**src/rtl/sbox_layer_arbiter.sv**
```systemverilog
// sbox_layer_arbiter: round-robin sharing of one 4-bit S-box between two word requesters
module sbox_combinational (
  input  logic [3:0] x_i,
  output logic [3:0] y_o
);
  localparam logic [63:0] LUT = 64'h2174_8FE3_DA09_B65C;
  assign y_o = LUT[{x_i, 2'b00} +: 4];
endmodule

module sbox_layer_arbiter #(
  parameter int NIBBLES = 4
) (
  input  logic                   clk,
  input  logic                   reset,
  input  logic                   req0_valid,
  input  logic [4*NIBBLES-1:0]   req0_data,
  output logic                   req0_ready,
  input  logic                   req1_valid,
  input  logic [4*NIBBLES-1:0]   req1_data,
  output logic                   req1_ready,
  output logic                   out_valid,
  output logic [4*NIBBLES-1:0]   out_data,
  output logic                   out_id,
  input  logic                   out_ready,
  output logic                   busy
);
  localparam int W  = 4 * NIBBLES;
  localparam int CW = $clog2(NIBBLES);
  typedef enum logic [1:0] {IDLE, SUB, DONE} state_t;
  state_t          state_q;
  logic [CW-1:0]   cnt_q;
  logic [W-1:0]    work_q;
  logic [W-1:0]    out_data_q;
  logic            out_id_q;
  logic            out_valid_q;
  logic            last_grant_q;
  logic [3:0]      sbox_in;
  logic [3:0]      sbox_out;
  assign req0_ready = (state_q == IDLE) && req0_valid && (!req1_valid || last_grant_q);
  assign req1_ready = (state_q == IDLE) && req1_valid && (!req0_valid || !last_grant_q);
  assign sbox_in    = work_q[4*cnt_q +: 4];
  assign out_valid  = out_valid_q;
  assign out_data   = out_data_q;
  assign out_id     = out_id_q;
  assign busy       = state_q != IDLE;
  sbox_combinational u_sbox (.x_i(sbox_in), .y_o(sbox_out));
  // accept a word, substitute one nibble per cycle LSB first, then hold it until the consumer takes it
  always_ff @(posedge clk or posedge reset) begin
    if (reset) begin
      state_q      <= IDLE;
      cnt_q        <= '0;
      work_q       <= '0;
      out_data_q   <= '0;
      out_id_q     <= 1'b0;
      out_valid_q  <= 1'b0;
      last_grant_q <= 1'b1;
    end else begin
      case (state_q)
        IDLE: if (req0_ready || req1_ready) begin
          work_q       <= req1_ready ? req1_data : req0_data;
          out_id_q     <= req1_ready;
          last_grant_q <= req1_ready;
          cnt_q        <= '0;
          state_q      <= SUB;
        end
        SUB: begin
          out_data_q[4*cnt_q +: 4] <= sbox_out;
          if (cnt_q == CW'(NIBBLES - 1)) begin
            state_q     <= DONE;
            out_valid_q <= 1'b1;
            cnt_q       <= '0;
          end else begin
            cnt_q <= cnt_q + 1'b1;
          end
        end
        DONE: if (out_ready) begin
          out_valid_q <= 1'b0;
          state_q     <= IDLE;
        end
        default: state_q <= IDLE;
      endcase
    end
  end
endmodule

```
**config.mk**
```make
export PLATFORM = sky130hd
export DESIGN_NAME = sbox_layer_arbiter
export DESIGN_NICKNAME = d
export VERILOG_FILES = /design/src/rtl/sbox_layer_arbiter.sv
export SDC_FILE = /design/constraint.sdc
export NUM_CORES = 1
export LEC_CHECK = 0
export ABC_AREA = 1
export CAP_MARGIN = 20
export CORE_MARGIN = 3
export CORE_UTILIZATION = 49
export DETAILED_ROUTE_END_ITERATION = 6
export GPL_TIMING_DRIVEN = 0
export PLACE_DENSITY = 0.8
export SKIP_LAST_GASP = 1
export SLEW_MARGIN = 15
export SYNTH_ARGS = -nofsm -noshare
export SYNTH_HDL_FRONTEND = slang
export SYNTH_SLANG_ARGS = --single-unit
```
**constraint.sdc**
```tcl
create_clock -name clk -period 2.4 [get_ports clk]
set_clock_uncertainty 0.1 [all_clocks]
set_input_delay 0.48 -clock clk [delete_from_list [all_inputs] [get_ports clk]]
set_output_delay 0.48 -clock clk [all_outputs]
set_load 0.01 [all_outputs]
```
== Word-level counts from Yosys, hierarchy flattened ==
Cells that the tools add are included.
Storage, ports and cells
  register bits after elaboration: 39
  bits of input ports: 37
  output and inout port bits: 21
Cells by class
  add/sub/neg operators: 2
  eq/ne operators: 6
  shift operators: 4
  mux-type cells: 12
  reduce and logical (&&, ||, !) cells: 18
Operators by type and width (number)
  $shiftx 64x7->4 const A: 1
  $neg 4->34: 1
  $shift 4x34->16 const A: 1
  $shiftx 4x34->16: 1
  $bwmux 16: 1
  $mux 16: 1
  $shiftx 16x5->4: 1
  $mux 2: 5
  $pmux 2 s3: 1
  $reduce_and 3->1: 2
  $reduce_bool 2->1: 3
  $eq 2x2->1 const B: 2
  $logic_and 1x1->1: 4
  $ne 2x2->1 const B: 2
  $pmux 2 s2: 1
  $reduce_and 2->1: 2
  $logic_not 1->1: 3
  $logic_or 1x1->1: 3
  $add 2x1->2 const B: 1
  $eq 2x1->1 const B: 1
  $logic_not 2->1: 1
  $mux 1: 2
  $ne 2x1->1 const B: 1
  $pmux 1 s2: 1

== Longest topological paths before layout ==
  depth after elaboration: 6
  mapped depth: 11
  depth with buffers taken out: 11

== Cells and area by module ==
From an unflattened synthesis, not the netlist that was laid out.
Second synthesis, totals
  cell total of the unflattened synthesis: 319
  area, all modules: 2363.5 sq um
By module, submodules not included
  sbox_layer_arbiter: times used 1, cells an instance 282, area an instance 2154.6 sq um, sequential area each 977.2 sq um
  sbox_combinational: times used 1, cells an instance 37, area an instance 209.0 sq um, sequential area each 0.0 sq um

== Least setup slack after synthesis ==
No wires, ideal clock.
  path kind: register -> register
  from: reg cnt_q[0]
  to: reg out_data_q[12] (netlist: out_data[12])
  setup time: 0.118 ns
  arrival: 1.588 ns
  required time: 2.182 ns
  path slack: 0.594 ns
  cell stages (with the launch flop): 12
  cell sequence: dfrtp_1 -> inv_2 -> nand2_1 -> nand3_1 -> nand2_1 -> ha_1 -> inv_1 -> nand3_1 -> nand3_1 -> nand2_2 -> nand4_1 -> nand2_1
Between the ends
  word-level cells in the longest chain between the ends: 4
  elaborated cells between the ends (all ways): 6
Ends and longest elaborated chain
  from (decl): line 31  | logic [CW-1:0] cnt_q;
  from (signal assigned): line 73  | cnt_q <= cnt_q + 1'b1;
  $shiftx 16x5->4: line 41  | assign sbox_in = work_q[4*cnt_q +: 4];
  $shiftx 64x7->4: line 7  | assign y_o = LUT[{x_i, 2'b00} +: 4];
  $shiftx 4x34->16: line 67  | out_data_q[4*cnt_q +: 4] <= sbox_out;
  $bwmux 16 *: line 67
  to (signal, indexed assignment): line 67
  to (decl): line 33  | logic [W-1:0] out_data_q;
Every way passes the cells marked *; elsewhere a longest branch is shown, timed or not.
A chain may end at the register's enable or synchronous reset.

== Final worst setup path ==
  from: in req1_valid
  to: out req0_ready
Between the ends
  word-level cells in the longest chain between the ends: 3
Ends and longest elaborated chain
  from (decl): line 18  | input logic req1_valid,
  $logic_not 1->1: line 39  | assign req0_ready = (state_q == IDLE) && req0_valid && (!req1_valid || last_grant_q);
  $logic_or 1x1->1: line 39
  $logic_and 1x1->1: line 39
  to (decl): line 17  | output logic req0_ready,
No other way between the ends.

==> results_dict.tcl <==
set metrics [dict create \
    status "completed" \
    p_leak_nw 1.528 \
    totalWireLength_um 5247 \
    synth_nets 343 \
    hpwlAfterDp_um 4066 \
    dieArea_mm2 0.005551 \
    netlist_area_mm2 0.002300 \
    cp.buffers_inverters 3 \
    grt_antenna_before_repair 0 \
    initial_core_util_pct 51.75 \
    grt_pass1_wl_um 8825 \
    rows 24 \
    syn_area_per_cell_um2 7.796 \
    hold_viol_final 0 \
    dieWidth_um 74.51 \
    initialDrtViolationCount 89 \
    fmax_ghz 0.4290 \
    reg2reg_setup_slack_ns 0.25 \
    first_pass_iters 4 \
    report.final.slew_viol_count 0 \
    synth-seq-cells 39 \
    num_antenna_cells 0 \
    critPathTopFamily "buffers and inverters" \
    crit_chain "clkdlybuf4s50_1 > nand2_1 > nand3_2 > inv_1 > clkdlybuf4s50_1" \
    r2r_end "out_data[4]" \
    cp_data_required_time_ns 1.82 \
    rsz0062_at_grt "yes" \
    holdWs_ns 0.2658 \
    reg2reg_depth 11 \
    maxSlewHeadroom_pct 74.84 \
    globalRouteTotalUtil_pct 20.74 \
    max_slew.worst_pin.slew_ns 0.3774 \
    vdd_drop_max_v 0.0005310 \
    drtAntennaViolNets 0 \
    grt_pass1_vias 2132 \
    vias 2164 \
    cts_tree "done" \
    critPathSlowestCell "clkdlybuf4s50_1" \
    arrival_ns 1.75 \
    final.period_utilization_pct 97.12 \
    timing.critical_path.mode_cell "clkdlybuf4s50_1" \
    final_cell_mix "115 x nand2_1, 56 x clkdlybuf4s50_1, 38 x dfrtp_1" \
    drc 0 \
    clock-root-buffer "clkbuf_8" \
    cts_sinks 39 \
    syn2layout_area_growth_pct 34.17 \
    setup.worst_path.class "in2out" \
    fillerInstances 377 \
    htree_levels 2 \
    die_y_um 74.51 \
    maxCapViolCount 0 \
    clk_pin_slew_ns 0.07 \
    timing.rr.start "cnt_q[0]" \
    dp_cells 405 \
    grt_max_degree 38 \
    fin_nets 412 \
    core_mm2 0.004444 \
    drive_gt1_share_pct 13.42 \
    ys_types 26 \
    vias_per_cell 5.189 \
    clock_path_buffers 2 \
    overflow 0 \
    gp_congestion 0.8971 \
    hp-class "in2async" \
    io_pins 58 \
    synth_warnings 0 \
    portBuffers 57 \
    layoutNonFillerInstCount 417 \
    cts_made_buffers 5 \
    setup_viol 0 \
    synthCells 295 \
    avgRoutedWirePerCell_um 12.58 \
    slowest_delay_ns 0.53 \
    end_kind "primary output" \
    worstSetupStartpointType "input pin" \
    period_minus_slack_ns 2.331 \
    final_common_cell "nand2_1" \
    powerDensity_mw_per_mm2 1367 \
    cp_max_fo 3 \
    yosysSeqAreaShare_pct 42.49 \
    insertion_delay_ns 0.29 \
]
cells in the mapped netlist (all sizes together):
master	n	area (µm²)
nand4	9	56.30
nor2	26	112.6
ha	11	137.6
nor4	1	12.51
o22ai	1	6.260
nand2	128	523.0
nand3b	2	15.01
a31oi	16	100.1
inv	18	67.57
dfrtp	38	950.9
o31ai	1	7.510
o21ai	7	38.79
nand3	25	160.1
clkinv	1	3.750
dfstp	1	26.28
buf	10	81.32
area by class of cell:
class | instances | area [µm²] | share of cell area, %
plain buffers | 9 | 76.32 | 2.474
clock buffers | 8 | 80.08 | 2.595
inverters | 19 | 76.32 | 2.474
multi-input cells | 227 | 1180 | 38.24
flip-flops and latches | 39 | 977.2 | 31.67
well taps | 52 | 65.06 | 2.109
repair buffers | 63 | 630.6 | 20.44
worst max-delay path by stage:
stage                     cells after the start           end       start
after floorplan                              11  out_data[12]    cnt_q[0]
after global placement                        6    req1_ready  req0_valid
after detailed placement                      6    req1_ready  req0_valid
after CTS                                     4    req0_ready  state_q[1]
after global routing                          5    req0_ready  req1_valid
final                                         5    req0_ready  req1_valid
worst reg2reg max path, delay by kind of cell, from the launching register on:
kind                       cells  cell delay, ns
adders and majority gates      1            0.32
DFF                            1            0.52
buffers and inverters          2            0.38
and+or+nand+nor                8            0.73
metal layers:
layer  track usage (%)  vias up  share of wire (%)
li1                  -     1092                  -
met4             11.07        0                2.4
met3             4.730       14                4.7
met2             37.07       63                 51
met1             22.63      995                 42
met5                 0        -                  0
registers in the layout, summed over array words and instances, names as in the netlist:
register	count
state_q	2
cnt_q	2
work_q	16
out_valid	1
last_grant_q	1
out_data	16
out_id	1
stage by stage:
stage	setup WS [ns]	setup TNS [ns]	utilization (%)	instance area (µm²)	total power [mW]
2_1_floorplan	0.5937	0	-	2300	2.967
3_3_place_gp	-0.2303	-0.2303	66.05	2935	3.669
3_5_place_dp	-0.2427	-0.2427	66.50	2955	3.773
4_1_cts	0.002555	0	68.30	3035	4.196
5_1_grt	-0.008936	-0.008936	69.43	3085	4.636
6_report	0.06907	0	69.43	3085	4.219
power breakdown:
group,total [mW],internal (mW),switching [mW]
Combinational,2.64,1.05,1.58
Sequential,1.16,0.958,0.205
Clock,0.417,0.206,0.211
Total,4.22,2.22,2.00
kinds of logic after synthesis:
family	count (synthesis)	share of synthesized area, %
flops	39	42.49
simple gates	191	38.25
compound gates	25	6.638
buf+inv	29	6.637
fa+ha+maj	11	5.985
timing repair:
item | in CTS | in global routing
hold buffers | 0 | 0
cloned | 0 | 0
gates resized for setup | 2 | 3
endpoints found under the setup margin | 1 | 2
setup buffers | 0 | 5
(Power assumes the default switching activity.)
